--- config.mk ---
export PLATFORM = sky130hd
export DESIGN_NAME = enc_scan_ctrl
export DESIGN_NICKNAME = d
export VERILOG_FILES = /design/src/rtl/enc_scan_ctrl.sv
export SDC_FILE = /design/constraint.sdc
export NUM_CORES = 1
export LEC_CHECK = 0
export CORE_MARGIN = 3
export CORE_UTILIZATION = 53
export CTS_CLUSTER_SIZE = 12
export DETAILED_ROUTE_END_ITERATION = 6
export MAX_ROUTING_LAYER = met4
export PLACE_DENSITY = 0.76
export SYNTH_ARGS = -nofsm -noshare
export SYNTH_HDL_FRONTEND = slang
export SYNTH_SLANG_ARGS = --single-unit
--- constraint.sdc ---
create_clock -name clk -period 3.57 [get_ports clk]
set_input_delay 0.5355 -clock clk [delete_from_list [all_inputs] [get_ports clk]]
set_output_delay 0.5355 -clock clk [all_outputs]
set_load 0.01 [all_outputs]
--- src/rtl/enc_scan_ctrl.sv ---
// enc_scan_ctrl
//   Round-robin scan controller for N_ENC quadrature encoders that share a
//   single Gray-code decode step. Each encoder gets one scan slot of SCAN_DIV
//   clocks. Within that slot the channel's synchronised {A,B} state is sampled
//   and then decoded against the last state seen for that channel.
//
// Ports
//   clk, rst              system clock, asynchronous active-high reset
//   enc_a_raw, enc_b_raw  raw asynchronous encoder pins, one bit per channel
//   enable                scan enable; dropping it aborts the current slot
//   rd_sel / rd_pos       registered position readback (1-cycle latency)
//   clr / clr_sel         one-cycle pulse that clears pos and err of a channel
//   evt_valid/evt_ready   single-entry step event handshake
//   evt_chan, evt_dir     channel and direction of the pending event (1 = down)
//   evt_overflow          sticky: a step was seen while the event slot was full
//   err                   sticky per channel: both bits changed in one step
module enc_scan_ctrl #(
  parameter int unsigned N_ENC     = 4,
  parameter int unsigned POS_WIDTH = 8,
  parameter int unsigned SCAN_DIV  = 64
) (
  input  logic                       clk,
  input  logic                       rst,
  input  logic [N_ENC-1:0]           enc_a_raw,
  input  logic [N_ENC-1:0]           enc_b_raw,
  input  logic                       enable,
  input  logic [$clog2(N_ENC)-1:0]   rd_sel,
  output logic [POS_WIDTH-1:0]       rd_pos,
  input  logic                       clr,
  input  logic [$clog2(N_ENC)-1:0]   clr_sel,
  output logic                       evt_valid,
  input  logic                       evt_ready,
  output logic [$clog2(N_ENC)-1:0]   evt_chan,
  output logic                       evt_dir,
  output logic                       evt_overflow,
  output logic [N_ENC-1:0]           err
);

  localparam int unsigned SW = $clog2(N_ENC);
  localparam int unsigned DW = $clog2(SCAN_DIV);
  localparam logic [SW-1:0] LAST_CH  = SW'(N_ENC - 1);
  localparam logic [DW-1:0] WAIT_END = DW'(SCAN_DIV - 3);

  typedef enum logic [1:0] {
    ST_IDLE   = 2'd0,
    ST_WAIT   = 2'd1,
    ST_SAMPLE = 2'd2,
    ST_UPDATE = 2'd3
  } state_t;

  // Forward quadrature order: 00 -> 01 -> 11 -> 10 -> 00
  function automatic logic [1:0] gray_fwd(input logic [1:0] s);
    case (s)
      2'b00:   gray_fwd = 2'b01;
      2'b01:   gray_fwd = 2'b11;
      2'b11:   gray_fwd = 2'b10;
      default: gray_fwd = 2'b00;
    endcase
  endfunction

  // 3-flop synchronisers; decode reads the last stage
  logic [N_ENC-1:0] r_a_s0, r_a_s1, r_a_s2;
  logic [N_ENC-1:0] r_b_s0, r_b_s1, r_b_s2;

  state_t                r_state;
  logic [DW-1:0]         r_div;
  logic [SW-1:0]         r_ptr;
  logic [1:0]            r_next;
  logic [POS_WIDTH-1:0]  r_pos [N_ENC];
  logic [1:0]            r_last [N_ENC];
  logic [N_ENC-1:0]      r_primed;
  logic [N_ENC-1:0]      r_err;
  logic                  r_evt_valid;
  logic [SW-1:0]         r_evt_chan;
  logic                  r_evt_dir;
  logic                  r_evt_ovf;
  logic [POS_WIDTH-1:0]  r_rd_pos;

  logic [1:0] w_last;
  logic       w_upd;
  logic       w_fwd;
  logic       w_rev;
  logic       w_step;
  logic       w_bad;

  always_comb begin
    w_last = r_last[r_ptr];
    // An UPDATE cycle with enable low is abandoned entirely
    w_upd  = (r_state == ST_UPDATE) && enable;
    w_fwd  = (gray_fwd(w_last) == r_next);
    w_rev  = (gray_fwd(r_next) == w_last);
    w_step = w_upd && r_primed[r_ptr] && (w_fwd || w_rev);
    w_bad  = w_upd && r_primed[r_ptr] && ((w_last ^ r_next) == 2'b11);
  end

  always_ff @(posedge clk or posedge rst) begin
    if (rst) begin
      r_a_s0 <= '0; r_a_s1 <= '0; r_a_s2 <= '0;
      r_b_s0 <= '0; r_b_s1 <= '0; r_b_s2 <= '0;
    end else begin
      r_a_s0 <= enc_a_raw; r_a_s1 <= r_a_s0; r_a_s2 <= r_a_s1;
      r_b_s0 <= enc_b_raw; r_b_s1 <= r_b_s0; r_b_s2 <= r_b_s1;
    end
  end

  always_ff @(posedge clk or posedge rst) begin
    if (rst) begin
      r_state     <= ST_IDLE;
      r_div       <= '0;
      r_ptr       <= '0;
      r_next      <= '0;
      r_primed    <= '0;
      r_err       <= '0;
      r_evt_valid <= 1'b0;
      r_evt_chan  <= '0;
      r_evt_dir   <= 1'b0;
      r_evt_ovf   <= 1'b0;
      r_rd_pos    <= '0;
      for (int unsigned i = 0; i < N_ENC; i++) begin
        r_pos[i]  <= '0;
        r_last[i] <= '0;
      end
    end else begin
      if (!enable) begin
        // ptr is held so scanning resumes where it stopped; every channel
        // must be re-primed because the pins may have moved meanwhile
        r_state  <= ST_IDLE;
        r_div    <= '0;
        r_primed <= '0;
      end else begin
        case (r_state)
          ST_IDLE: begin
            r_state <= ST_WAIT;
            r_div   <= '0;
          end
          ST_WAIT: begin
            if (r_div == WAIT_END) begin
              r_state <= ST_SAMPLE;
              r_div   <= '0;
            end else begin
              r_div <= r_div + 1'b1;
            end
          end
          ST_SAMPLE: begin
            r_next  <= {r_a_s2[r_ptr], r_b_s2[r_ptr]};
            r_state <= ST_UPDATE;
          end
          default: begin
            r_last[r_ptr]   <= r_next;
            r_primed[r_ptr] <= 1'b1;
            if (w_step)
              r_pos[r_ptr] <= w_fwd ? r_pos[r_ptr] + 1'b1 : r_pos[r_ptr] - 1'b1;
            if (w_bad)
              r_err[r_ptr] <= 1'b1;
            r_ptr   <= (r_ptr == LAST_CH) ? '0 : r_ptr + 1'b1;
            r_state <= ST_WAIT;
          end
        endcase
      end

      // Single-entry event slot: a consumer handshake in the same cycle frees it
      if (w_step) begin
        if (!r_evt_valid || evt_ready) begin
          r_evt_valid <= 1'b1;
          r_evt_chan  <= r_ptr;
          r_evt_dir   <= !w_fwd;
        end else begin
          r_evt_ovf <= 1'b1;
        end
      end else if (r_evt_valid && evt_ready) begin
        r_evt_valid <= 1'b0;
      end

      // Placed last so a clear beats a same-cycle update of the same channel
      if (clr) begin
        r_pos[clr_sel] <= '0;
        r_err[clr_sel] <= 1'b0;
        r_evt_ovf      <= 1'b0;
      end

      r_rd_pos <= r_pos[rd_sel];
    end
  end

  assign rd_pos       = r_rd_pos;
  assign evt_valid    = r_evt_valid;
  assign evt_chan     = r_evt_chan;
  assign evt_dir      = r_evt_dir;
  assign evt_overflow = r_evt_ovf;
  assign err          = r_err;

endmodule

* Word-level counts from Yosys, hierarchy flattened
Index checks and enable logic that the tools add are counted. W data, S select, Z words.
Operators by class: add/subtract/negate cells 4, $mul 0, divide/modulo/power cells 0, magnitude comparators 9, equality and inequality tests 17, shifts and indexed selects 0, multiplexer cells 53, bitwise operators 11, reduce and logical (&&, ||, !) cells 24
Operators with widths (number):
- $mux W32 | 4
- $mux W8 | 7
- $and A32 B32 Y32 | 1
- $bmux W8 S2 | 2
- $bwmux W32 | 1
- $demux W8 S2 | 2
- $not A32 Y32 | 1
- $mux W4 | 6
- $eq A2 B2 Y1 const B | 6
- $mux W2 | 6
- $mux W6 | 2
- $pmux W2 S3 | 2
- $pmux W6 S2 | 1
- $mux W1 | 11
- $reduce_and A2 Y1 | 5
- $ge A3 B3 Y1 const B | 3
- $logic_and A1 B1 Y1 | 9
- $not A2 Y3 | 3
- $add A8 B1 Y8 const B | 1
- $bwmux W8 | 1
- $or A4 B4 Y4 | 2
- $sub A8 B1 Y8 const B | 1
- $add A6 B1 Y6 const B | 1
- $bmux W1 S2 | 3
- 24 further kinds | 37
Storage, ports and cells: flip-flop bits (word level) 97, bits in latches 0, bits in writable memories 0, memory bits (read-only) 0, input port bits 17, output and inout port bits 17, logic and storage cells 143, memories 0

* Logic depth before layout (Yosys ltp)
word-level depth 14, depth in mapped cells 11, mapped depth without buffers 10

* Least setup slack after synthesis
No wires, ideal clock.
path kind flip-flop to flip-flop, from register r_ptr[0], to register r_pos[31] (netlist bit), setup time 0.163 ns, data arrival time 3.189 ns, required time 3.407 ns, path slack 0.218 ns, stages on the path, launching flop included 12, buffers on the path 1, period minus slack after synthesis 3.352 ns, cells stage by stage dfrtp_1 buf_6 mux4_2 xor2_1 or2_1 ha_1 a2111o_1 a221oi_1 a211o_1 mux2i_1 xnor2_1 a211oi_1
On the way: word-level cells in the longest chain between the ends 14, elaborated cells between the ends (all ways) 32, classes of those cells 2 x add/sub; 2 x order compare; 4 x eq/ne; 17 x mux; 2 x bitwise; 5 x reduce/logical
RTL lines:
- from (decl) | line 67 | logic [SW-1:0] r_ptr;
- from (signal assigned) | line 155 | r_ptr <= (r_ptr == LAST_CH) ? '0 : r_ptr + 1'b1;
- branches (longest 9 deep; another with $sub A8 B1 Y8)
- $mux W32 (*) | line 151 | if (w_step)
- $mux W32 (*) | line 131 | case (r_state)
- $mux W32 (*) | line 124 | if (!enable) begin
- $and A32 B32 Y32 (no source line)
- $mux W32 (*) | line 175 | if (clr) begin
- to (signal, indexed assignment) | line 152 | r_pos[r_ptr] <= w_fwd ? r_pos[r_ptr] + 1'b1 : r_pos[r_ptr] - 1'b1;
- to (decl) | line 69 | logic [POS_WIDTH-1:0] r_pos [N_ENC];
Every way passes the cells marked *. The select of a mux whose other input is x is not followed. A chain may end at the register's enable or synchronous reset.

* Worst setup path after layout
from register r_ptr[0], to register r_pos[15] (netlist bit)
Same word-level chain as after synthesis.

==> results.toml <==
[grt]
grt_overflow = 0
antenna_found_initial = 0
grt_pass1_wl_um = 15200
grt_pass1_vias = 3034
grt_max_degree = 98
grtUsageTotal_pct = 20.4

[power]
p_total_w = 0.00331
powerDensity_mw_per_mm2 = 626
ir_worst_vdd_v = 0.000392
p_leak_nw = 2.32

[floorplanning]
die_h_um = 99.2
std_cell_rows = 33
ioPinCount = 34
coreArea_sq_mm = 0.00834
die_area_sq_mm = 0.00984
start_util_pct = 55.2
die_w_um = 99.2

[clock_network]
tritoncts = "built"
cts.sinks = 97
cts_max_path_buffers = 2
clk_pin_slew_worst_paths_ns = 0.10
htree_levels = 3
cts-root-buf = "clkbuf_8"
cts_buffers = 9
clock_latency_ns = 0.36
cts_setup_buffers = 0

[routing]
drt_iter0_markers = 163
drt-total-wl_um = 9080
dr.pass1.iters = 4
vias_per_cell = 5.81
drc_errors = 0
wl_per_cell_um = 18.1
vias = 2916
detail-route-antenna-nets = 0

[synth]
syn_area_sq_mm = 0.00460
synth_seq_cells = 97
synth_most_common_cell = "dfrtp_1"
synth_cell_types = 48
synth_ff_type = "dfrtp_1"
yosys_warnings = 0
syn_nets = 393
synth_edf_count = 0
synth-seq-area-share_pct = 52.7
synthArstFlopShare_pct = 100
syn_inst = 359
synthTopCellsByCount = "dfrtp_1, nor2_1, mux4_2"
synth.avg_cell_area_sq_um = 12.8
synth_top_area_share_pct = 52.7
yosysTopAreaCell = "dfrtp_1"
synthTopCellsByArea = "dfrtp_1, mux4_2, ha_1"

[sta]
hold_viol = 0
fin_worst_skew_ns = 0.0170
finalCritPeriodShare_pct = 97.7
max_freq_ghz = 0.287
worst_pin_slew_ns = 0.851
fin_setup_tns_ns = 0
period_needed_ns = 3.49
setup_viol = 0
relSlewSlack_pct = 43.0
slew_viol_final = 0

[job]
max_cap_viol_count = 0

[final_layout]
layout-drive-gt1-share_pct = 18.4
area_delta_synth_final_pct = 14.7
nets = 426
fin_area_sq_mm = 0.00528
diodes = 0
stdcell_count = 502

[placed_design]
portBuffers = 33
place.gp.congestion = 0.929
dp.final_hpwl_um = 6280
place_area_sq_mm = 0.00502
dp.cells = 486

[min_path]
min_path_type = "reg2reg"

[setup_path]
arrival_ns = 3.69
startpoint_type = "flip-flop"
path_max_fanout = 7
crit_path_end_kind = "flip-flop"
timing_worst_setup_path_type = "reg2reg"
required_ns = 3.77

[outcome]
status = "finished, final reports clean"
## worst max-delay path, cell delays in order (launching register included)
cell and delay (ns):
dfrtp_1 0.44, mux4_2 0.62, xor2_2 0.20, or2_4 0.32, ha_1 0.35, a2111o_1 0.45, a221oi_1 0.30, a211o_1 0.15
mux2i_1 0.10, xnor2_2 0.26, a211oi_1 0.12
## what timing repair did
action / CTS / global route
hold buffers: 0 / 0
gates resized for setup: 0 / 7
setup endpoints to repair: 0 / 16
## state kept, by name, indices dropped and copies added (netlist names), 2 cells and up
| register | flops |
|---|---|
| err | 4 |
| evt_chan | 2 |
| r_a_s0 | 4 |
| r_a_s1 | 4 |
| r_a_s2 | 4 |
| r_b_s0 | 4 |
| r_b_s1 | 4 |
| r_b_s2 | 4 |
| r_div | 6 |
| r_last | 8 |
| r_next | 2 |
| r_pos | 32 |
| r_primed | 4 |
| r_ptr | 2 |
| r_state | 2 |
| rd_pos | 8 |
## worst paths after layout
path,cells past startpoint,slack [ns],startpoint,end
worst min-delay path,0,0.35,r_a_s1[2],r_a_s2[2]
worst min register to register,0,0.35,r_a_s1[2],r_a_s2[2]
max in group asynchronous,3,2.58,rst,r_pos[30]
worst max register to register,10,0.08,r_ptr[0],r_pos[15]
min in group asynchronous,3,0.59,rst,r_b_s0[3]
worst max-delay path,10,0.08,r_ptr[0],r_pos[15]
## cell type report
cell class                 instances  area, sq um
inverter                          14         53.8
clock inverter                     6         72.6
sequential                        97         2430
tap                              105          131
multi-input combinational        231         2070
timing repair buffer              39          388
clock buffer                      10          138
fill                             660         3060
## cell usage in the layout (no fill, tap or decap), types with 2 or more instances in the layout
master,netlist,final
dfrtp_1,97,97
nor2_1,41,41
clkdlybuf4s50_1,0,33
mux4_2,20,20
nand2_1,19,19
a211oi_1,16,16
ha_1,16,15
inv_1,14,13
mux2i_1,12,12
mux2_2,11,11
a21oi_1,11,11
clkbuf_8,0,10
o21ai_0,9,9
nand3_1,7,7
and3_1,5,5
xnor2_1,7,5
buf_4,0,5
nor3_4,4,4
nand3b_1,4,4
nand2b_1,4,4
a211oi_2,4,4
nor3_1,3,3
nand4_1,3,3
o31ai_1,3,3
nor2b_1,3,3
xnor2_4,3,3
inv_6,0,3
and2_1,2,2
xnor2_2,0,2
a31oi_1,2,2
clkinv_2,0,2
mux2_1,2,2
## routing by layer
metal  vias to the layer above  part of all wire [%]  GRT usage [%]
li1                       1359                     -              -
met1                      1484                    44           26.0
met2                        56                    51           33.2
met3                        17                   3.1           3.02
met4                         0                   1.9           7.88
met5                         -                     0              -
## power breakdown
group | internal [W] | total (W) | switching [W]
Combinational | 0.000536 | 0.00126 | 0.000725
Sequential | 0.00120 | 0.00129 | 0.0000991
Clock | 0.000355 | 0.000750 | 0.000396
## logic make-up (layout without fill, tap and decap cells)
| logic type | count (synthesis) | in the layout | share of synthesized area, % |
|---|---|---|---|
| mux | 45 | 45 | 15.6 |
| compound gates | 58 | 58 | 9.05 |
| flops | 97 | 97 | 52.7 |
| simple gates | 100 | 100 | 11.2 |
| xor+xnor | 11 | 11 | 3.32 |
| fa+ha+maj | 17 | 17 | 4.78 |
| buf+inv | 31 | 69 | 3.34 |
## stage by stage
step	util (%)	setup WS (ns)	hold WS [ns]
floorplan	-	0.218	0.331
finish	63.3	0.0831	0.354
CTS	62.7	0.0142	0.357
global route	63.3	-0.0407	0.361
detailed placement	60.2	0.0206	0.335
global placement	60.2	0.150	0.331
(Power assumes the default switching activity.)
